[src/rtl/chainreset_seq_pkg.sv]
// Shared definitions for the reset-chain sequencer: state encoding, default
// timing parameters and a ceiling-log2 helper for index-width checking.
package chainreset_seq_pkg;

    localparam int unsigned ST_W = 3;

    localparam logic [ST_W-1:0] ST_IDLE    = 3'd0;
    localparam logic [ST_W-1:0] ST_ARM     = 3'd1;
    localparam logic [ST_W-1:0] ST_LAUNCH  = 3'd2;
    localparam logic [ST_W-1:0] ST_WAIT    = 3'd3;
    localparam logic [ST_W-1:0] ST_BACKOFF = 3'd4;
    localparam logic [ST_W-1:0] ST_SUCCESS = 3'd5;
    localparam logic [ST_W-1:0] ST_FAIL    = 3'd6;

    typedef enum logic [ST_W-1:0] {
        S_IDLE    = ST_IDLE,
        S_ARM     = ST_ARM,
        S_LAUNCH  = ST_LAUNCH,
        S_WAIT    = ST_WAIT,
        S_BACKOFF = ST_BACKOFF,
        S_SUCCESS = ST_SUCCESS,
        S_FAIL    = ST_FAIL
    } state_t;

    localparam int unsigned DEF_ARMLEN = 4;
    localparam int unsigned DEF_BLANK  = 2;

    function automatic int unsigned clog2(input int unsigned n);
        int unsigned r;
        int unsigned v;
        r = 0;
        v = 1;
        while (v < n) begin
            v = v << 1;
            r = r + 1;
        end
        return r;
    endfunction

endpackage

[src/rtl/chainreset_seq_prio_hi_zero.sv]
// Combinational finder: highest index i >= lo with vec[i] == 0 (lo if none).
module prio_hi_zero
    import chainreset_seq_pkg::*;
#(
    parameter int unsigned N = 4,
    parameter int unsigned W = 2
) (
    input  logic [N-1:0] vec,
    input  logic [W-1:0] lo,
    output logic [W-1:0] idx_c
);

    // Ascending scan so the last qualifying hit (highest index) wins.
    always_comb begin
        idx_c = lo;
        for (int i = 0; i < N; i++) begin
            if (!vec[i] && (i >= int'(lo))) begin
                idx_c = W'(i);
            end
        end
    end

endmodule

[src/rtl/chainreset_seq.sv]
// Reset-chain sequencer: arms, launches and monitors the chain with retry/back-off.
// Optional auto-restart from SUCCESS on link loss: CHAINRESET_SEQ_AUTORESTART_EN.
module chainreset_seq
    import chainreset_seq_pkg::*;
#(
    parameter int unsigned NSTEP  = 4,
    parameter int unsigned SW     = 2,
    parameter int unsigned ARMLEN = DEF_ARMLEN,
    parameter int unsigned BLANK  = DEF_BLANK
) (
    input  logic             clk,
    input  logic             rstn,
    input  logic             start,
    input  logic             abort,
    input  logic [SW-1:0]    stopstep,
    input  logic [7:0]       maxretry,
    input  logic [15:0]      retrydelay,
    input  logic [31:0]      gtimeout,
    input  logic             linkdown,
    output logic [NSTEP-1:0] chain_resetin,
    input  logic [NSTEP-1:0] chain_done,
    input  logic [NSTEP-1:0] chain_error,
    output logic             busy,
    output logic             success,
    output logic             fail,
    output logic             donepulse,
    output logic [7:0]       retrycnt,
    output logic [SW-1:0]    failstep
);

    if ((clog2(NSTEP) > SW) || (ARMLEN < 2)) begin : g_param_check
        $error("chainreset_seq: SW too narrow for NSTEP or ARMLEN below 2");
    end

    state_t            state, state_d;
    logic [31:0]       cnt, cnt_d, cnt_inc;
    logic [NSTEP-1:0]  resetin_d, launch_mask;
    logic              busy_d, success_d, fail_d, donepulse_d;
    logic [7:0]        retrycnt_d;
    logic [SW-1:0]     failstep_d, sel, fz_idx;
    logic              done_hit, err_hit, timeout_hit, backoff_end, restart;

    assign sel         = (stopstep > SW'(NSTEP - 1)) ? SW'(NSTEP - 1) : stopstep;
    assign done_hit    = chain_done[sel];
    assign err_hit     = |(chain_error & launch_mask);
    assign timeout_hit = (gtimeout != 32'd0) && (cnt == gtimeout);
    assign backoff_end = (retrydelay == 16'd0) || (cnt >= (32'(retrydelay) - 32'd1));
    assign cnt_inc     = (cnt == '1) ? cnt : cnt + 32'd1;

    always_comb begin
        launch_mask = '0;
        for (int i = 0; i < NSTEP; i++) begin
            launch_mask[i] = (i >= int'(sel));
        end
    end

    prio_hi_zero #(.N(NSTEP), .W(SW)) u_prio_hi_zero (
        .vec   (chain_done),
        .lo    (sel),
        .idx_c (fz_idx)
    );

`ifdef CHAINRESET_SEQ_AUTORESTART_EN
    logic done_q;

    // Previous done of the stop step, for falling-edge detection in SUCCESS.
    always_ff @(posedge clk) begin
        if (!rstn) begin
            done_q <= 1'b0;
        end else begin
            done_q <= chain_done[sel];
        end
    end

    assign restart = linkdown || (done_q && !chain_done[sel]);
`else
    logic unused_linkdown;
    assign unused_linkdown = linkdown;
    assign restart         = 1'b0;
`endif

    always_ff @(posedge clk) begin
        if (!rstn) begin
            state         <= S_IDLE;
            cnt           <= '0;
            chain_resetin <= '0;
            busy          <= 1'b0;
            success       <= 1'b0;
            fail          <= 1'b0;
            donepulse     <= 1'b0;
            retrycnt      <= '0;
            failstep      <= '0;
        end else begin
            state         <= state_d;
            cnt           <= cnt_d;
            chain_resetin <= resetin_d;
            busy          <= busy_d;
            success       <= success_d;
            fail          <= fail_d;
            donepulse     <= donepulse_d;
            retrycnt      <= retrycnt_d;
            failstep      <= failstep_d;
        end
    end

    always_comb begin
        state_d     = state;
        cnt_d       = cnt;
        resetin_d   = chain_resetin;
        success_d   = success;
        fail_d      = fail;
        donepulse_d = 1'b0;
        retrycnt_d  = retrycnt;
        failstep_d  = failstep;

        if (abort) begin
            state_d   = S_IDLE;
            cnt_d     = '0;
            resetin_d = '0;
            success_d = 1'b0;
            fail_d    = 1'b0;
        end else begin
            case (state)
                S_IDLE, S_FAIL, S_SUCCESS: begin
                    if (start || ((state == S_SUCCESS) && restart)) begin
                        state_d    = S_ARM;
                        cnt_d      = '0;
                        resetin_d  = '0;
                        success_d  = 1'b0;
                        fail_d     = 1'b0;
                        retrycnt_d = '0;
                        if (start) begin
                            failstep_d = '0;
                        end
                    end
                end
                S_ARM: begin
                    resetin_d = '0;
                    if (cnt == 32'(ARMLEN - 1)) begin
                        state_d   = S_LAUNCH;
                        cnt_d     = '0;
                        resetin_d = launch_mask;
                    end else begin
                        cnt_d = cnt_inc;
                    end
                end
                S_LAUNCH: begin
                    state_d = S_WAIT;
                    cnt_d   = '0;
                end
                S_WAIT: begin
                    // Status is blanked while the chain clears its sticky flags.
                    if ((cnt >= 32'(BLANK)) && done_hit) begin
                        state_d     = S_SUCCESS;
                        success_d   = 1'b1;
                        donepulse_d = 1'b1;
                    end else if ((cnt >= 32'(BLANK)) && (err_hit || timeout_hit)) begin
                        failstep_d = fz_idx;
                        resetin_d  = '0;
                        cnt_d      = '0;
                        if (retrycnt < maxretry) begin
                            state_d = S_BACKOFF;
                        end else begin
                            state_d = S_FAIL;
                            fail_d  = 1'b1;
                        end
                    end else begin
                        cnt_d = cnt_inc;
                    end
                end
                S_BACKOFF: begin
                    if (backoff_end) begin
                        state_d    = S_ARM;
                        cnt_d      = '0;
                        retrycnt_d = (retrycnt == 8'hFF) ? retrycnt : retrycnt + 8'd1;
                    end else begin
                        cnt_d = cnt_inc;
                    end
                end
                default: begin
                    state_d   = S_IDLE;
                    cnt_d     = '0;
                    resetin_d = '0;
                end
            endcase
        end

        busy_d = (state_d == S_ARM) || (state_d == S_LAUNCH) ||
                 (state_d == S_WAIT) || (state_d == S_BACKOFF);
    end

endmodule

[config.mk]
export PLATFORM = sky130hd
export DESIGN_NAME = chainreset_seq
export DESIGN_NICKNAME = d
export VERILOG_FILES = /design/src/rtl/chainreset_seq_pkg.sv /design/src/rtl/chainreset_seq_prio_hi_zero.sv /design/src/rtl/chainreset_seq.sv
export SDC_FILE = /design/constraint.sdc
export NUM_CORES = 1
export LEC_CHECK = 0
export ABC_AREA = 1
export ABC_CLOCK_PERIOD_IN_PS = 5200
export CELL_PAD_IN_SITES_DETAIL_PLACEMENT = 0
export CELL_PAD_IN_SITES_GLOBAL_PLACEMENT = 1
export CORE_UTILIZATION = 30
export DETAILED_ROUTE_END_ITERATION = 8
export PLACE_DENSITY_LB_ADDON = 0.12
export SLEW_MARGIN = 20
export SYNTH_ARGS = -nofsm -noshare
export SYNTH_HDL_FRONTEND = slang
export SYNTH_SLANG_ARGS = --single-unit
export TNS_END_PERCENT = 30
[constraint.sdc]
create_clock -name clk -period 5.2 [get_ports clk]
set_input_delay 1.3 -clock clk [delete_from_list [all_inputs] [get_ports clk]]
set_output_delay 1.3 -clock clk [all_outputs]
set_load 0.05 [all_outputs]
==> reports/summary.md, run 1 <==
### Power
• 110.4 µV — Max VDD drop
• 28.24% — net switching share of the total power
• 146.6 nW/µm² — Power Density
• 42.7% — Reg power frac
• 19.1% — combinational share of power
• 0.9616 mW — post-layout power
• 38.2% — part of the power in the clock network
• 2.844 nW — total leakage power
• 0.6901 mW — internal power summed over all cells
• 0.2716 mW — P_sw

### Final layout
• 216 x sky130_fd_sc_hd__nand2_1, 128 x sky130_fd_sc_hd__nor2_1, 105 x sky130_fd_sc_hd__inv_1 — top library cells by usage in the layout, fill and taps aside
• 1061 µm² — Register Area
• 25.83% — area grow syn2layout
• 6559 µm² — post-route cell area
• sky130_fd_sc_hd__nand2_1 — most frequent standard cell in the layout excluding fill and tap cells
• 6.403% — fraction of final layout cells with drive strength greater than 1
• 1052 — Net count, final
• 39.13% — Util after Layout
• 0 — antenna cells
• 3645 µm² — area used by multi-input combinational logic
• 1895 — filler cell count in the final layout
• 1157 — post-route insts no fill

### STA
• 0 — final hold viol count
• 0.2167 GHz — Peak Freq
• 0 ns — Fin Setup TNS
• 0.009941 ns — clock tree skew after final layout
• 0 — final number of max-transition violations
• 0 — number of setup violations in the final report
• 88.76% — final worst-path cycle share
• 0.5843 ns — final setup slack of the worst path
• 0.4702 ns — smallest hold slack
• 0.6829 ns — Slew @ Worst Pin
• 4.616 ns — final worst path period need
• false — unrepaired setup endpoints after global routing
• 54.08% — normalized max-slew margin

### Synth
• 9.073% — share of the synthesized area in compound gates (AO/OA/AOI/OAI)
• 20.36% — proportion of synthesized chip area in sequential cells
• 0% — mux cell area share after synthesis
• 6.183 µm² — Avg Synthesized Cell Area
• 843 — gate count of the mapped netlist
• 53 — register bit count reported by yosys
• 0 — warnings from Yosys
• 40.97% — simple logic cell fraction of the synthesized area
• 959 — number of nets produced by synthesis
• 8.737% — fraction of synthesized cell area in xor and xnor cells
• simple AND/OR/NAND/NOR gates — largest family of logic cells by synthesized area
• 5212 µm² — combined area of all synthesized cells
• sky130_fd_sc_hd__dfxtp_1 — main flop type after synthesis
• 0 — count of flip-flops with a built-in enable after synthesis
• 10.95% — Post-Synth Adder-Cell Area
• 0% — Async S/R FF share, synth
• 42 — synth unique cells

### Placement
• 87 — total of buffers placed on input and output ports
• 1149 — Post-Place Cells
• 0.8425 — final estimated routing congestion in global placement
• 6394 µm² — cell area reported after detailed placement
• 13620 µm — Detail Placement HPWL
• 0.07738 ns — pre-CTS setup slack

### GRT
• 25 — pin count of the biggest net entering global routing
• 0 — number of antenna violations at the first check in global routing
• 26490 µm — wire length of the first global-routing pass
• 0 — total gr overflow
• 19.09% — total global-route track usage
• 5079 — via count of the first global-routing pass

### CTS
• 2 — CTS H-tree depth
• 0.08 ns — clock input transition at the sequential cells of the worst setup and hold paths
• 0 — # hold bufs at CTS
• 0.31 ns — worst-skew pair later-pin latency
• sky130_fd_sc_hd__clkbuf_16 — cell chosen for the clock root
• 5 — total CTS buffers
• 53 — CTS sink cnt
• built — CTS tree
• 2 — maximum clock path buffer count

### Detailed routing
• 0 — count of nets left with antenna violations after detail routing
• 0 — detailed-route DRC error count
• 4.602 — Vias per Instance
• 5 — number of iterations in the first detailed-routing pass
• 300 — drt initial violations
• 16580 µm — total detailed-routing wirelength
• 5324 — via count
• 14.33 µm — per-cell routed wire length

### Floorplan
• 31.10% — initial core utilization
• 133.8 µm — vertical extent of the die
• 133.8 µm — Die X-Extent
• 89 — IO Pins
• 17910 µm² — die area
• 47 — Rows
• 16760 µm² — Std-Cell Core Area

### Worst setup path
• cnt[31]$_SDFFE_PP0P_ — end of the worst register-to-register path
• 6 — Max FO, Critical Path
• cnt[19]$_SDFFE_PP0P_ — Reg-to-Reg Start
• 5.45 ns — data required time of the critical path
• retrydelay[2] — crit path launch
• primary input — kind of start point of the critical path
• 4.86 ns — worst path arrival time
• register — nature of the critical path endpoint
• 2.48 ns — setup slack, reg-to-reg
• primary input to register — type of the worst setup path
• 13 — depth of the worst register-to-register path

### Outcome
• complete, no violations — status

### Hold path
• register to register — worst hold path type
• chain_resetin[0]$_SDFFE_PP0P_ — terminating pin of the worst hold path
• chain_resetin[0]$_SDFFE_PP0P_ — startpoint of the most critical hold path
• 2 — number of cells on the worst hold path

### Flow run
• 0 — Maximum Capacitance Violations

==> layout make-up <==
class                      instances  share of cell area, %
sequential                        53                  16.18
tap                              220                  4.197
timing repair buffer             100                  15.15
inverter                         114                  6.543
clock buffer                       6                  2.118
clock inverter                     2                 0.2480
multi-input combinational        662                  55.57
==> routing by layer <==
layer / GRT usage [%] / share of wire, % / vias to the layer above / wire length, µm
li1: - / - / 2888 / -
met1: 25.39 / 47 / 2330 / 7794
met2: 33.45 / 48 / 98 / 7998
met3: 2.079 / 4.1 / 8 / 681
met4: 3.220 / 0.66 / 0 / 109
met5: 0 / 0 / - / 0
==> synthesized netlist by cell type (3+ instances only) <==
| master | count | area share, % |
|---|---|---|
| sky130_fd_sc_hd__nand4_1 | 19 | 2.3 |
| sky130_fd_sc_hd__xor2_1 | 27 | 4.5 |
| sky130_fd_sc_hd__nand2_2 | 6 | 0.72 |
| sky130_fd_sc_hd__inv_2 | 7 | 0.50 |
| sky130_fd_sc_hd__o21ai_1 | 3 | 0.29 |
| sky130_fd_sc_hd__inv_1 | 105 | 7.6 |
| sky130_fd_sc_hd__nor4_1 | 6 | 0.72 |
| sky130_fd_sc_hd__ha_1 | 44 | 11 |
| sky130_fd_sc_hd__or2_1 | 3 | 0.36 |
| sky130_fd_sc_hd__nor3_1 | 22 | 2.1 |
| sky130_fd_sc_hd__nor2_4 | 4 | 0.86 |
| sky130_fd_sc_hd__o21a_1 | 3 | 0.43 |
| sky130_fd_sc_hd__nand2_1 | 216 | 16 |
| sky130_fd_sc_hd__or2_2 | 5 | 0.60 |
| sky130_fd_sc_hd__nor2_1 | 128 | 9.2 |
| sky130_fd_sc_hd__buf_6 | 3 | 0.65 |
| sky130_fd_sc_hd__nand3_1 | 51 | 4.9 |
| sky130_fd_sc_hd__dfxtp_1 | 53 | 20 |
| sky130_fd_sc_hd__buf_2 | 10 | 0.96 |
| sky130_fd_sc_hd__o21ai_0 | 19 | 1.8 |
| sky130_fd_sc_hd__xnor2_1 | 25 | 4.2 |
| sky130_fd_sc_hd__a21oi_1 | 58 | 5.6 |
==> power by group through the flow <==
stage | sequential [mW] | clock (mW) | combinational [mW]
2_1_floorplan | 0.426 | 0 | 0.0846
3_5_place_dp | 0.420 | 0 | 0.185
4_1_cts | 0.410 | 0.382 | 0.186
5_1_grt | 0.411 | 0.398 | 0.205
3_3_place_gp | 0.420 | 0 | 0.186
6_report | 0.410 | 0.368 | 0.184
==> registers in the layout (all words and copies together), names as in the netlist <==
| name | count |
|---|---|
| donepulse | 1 |
| busy | 1 |
| chain_resetin | 4 |
| failstep | 2 |
| retrycnt | 8 |
| fail | 1 |
| state | 3 |
| success | 1 |
| cnt | 32 |
==> how the worst max path moves through the flow <==
stage	cells past startpoint	to	slack, ns
CTS	23	retrycnt[7]$_SDFFE_PN0P_	0.40
floorplan	22	retrycnt[7]$_SDFFE_PN0P_	0.95
global placement	23	retrycnt[7]$_SDFFE_PN0P_	0.05
global route	23	retrycnt[3]$_SDFFE_PN0P_	0.08
finish	23	retrycnt[3]$_SDFFE_PN0P_	0.58
detailed placement	23	retrycnt[7]$_SDFFE_PN0P_	0.08
==> cells by family after synthesis <==
family	Yosys count
flip-flops	53
AND/OR/NAND/NOR	476
AO/OA/AOI/OAI	89
XOR/XNOR	52
adder cells (fa/ha/maj)	45
buffers and inverters	128
==> worst max-delay path, cell delays in order <==
cell and delay, ns:
sky130_fd_sc_hd__clkdlybuf4s50_1 0.45, sky130_fd_sc_hd__inv_2 0.08, sky130_fd_sc_hd__nand3_1 0.13, sky130_fd_sc_hd__nor3_2 0.17
sky130_fd_sc_hd__nand2_1 0.12, sky130_fd_sc_hd__nor3_2 0.15, sky130_fd_sc_hd__nand3_1 0.11, sky130_fd_sc_hd__or2_1 0.25
sky130_fd_sc_hd__nor2_1 0.12, sky130_fd_sc_hd__xor2_1 0.15, sky130_fd_sc_hd__inv_1 0.05, sky130_fd_sc_hd__ha_1 0.28
sky130_fd_sc_hd__nand2_1 0.08, sky130_fd_sc_hd__nor4_1 0.27, sky130_fd_sc_hd__nand2_1 0.08, sky130_fd_sc_hd__nand2_1 0.13
sky130_fd_sc_hd__nand2_1 0.09, sky130_fd_sc_hd__nand3_1 0.14, sky130_fd_sc_hd__nand2_1 0.19, sky130_fd_sc_hd__buf_4 0.19
sky130_fd_sc_hd__nor2_1 0.12, sky130_fd_sc_hd__o21ai_0 0.09, sky130_fd_sc_hd__a21oi_1 0.11
==> repair_timing <==
item,CTS,global route
setup buffers,0,0
endpoints found under the setup margin,0,2
gates resized for setup,0,2
No activity file was read; power rests on OpenSTA's default activity.
==> inputs of run 2 (changes only) <==
HOLD_SLACK_MARGIN = 0.05   (was unset)
SLEW_MARGIN = 15   (was 20)
==> results of run 2 <==
Same layout as run 1: the final DEF is identical, and so are final timing and power.
==> inputs of run 3 (changes only) <==
CAP_MARGIN = 40   (was unset)
CTS_CLUSTER_DIAMETER = 150   (was unset)
==> results of run 3 <==
Same layout as run 1: the final DEF is identical, and so are final timing and power.
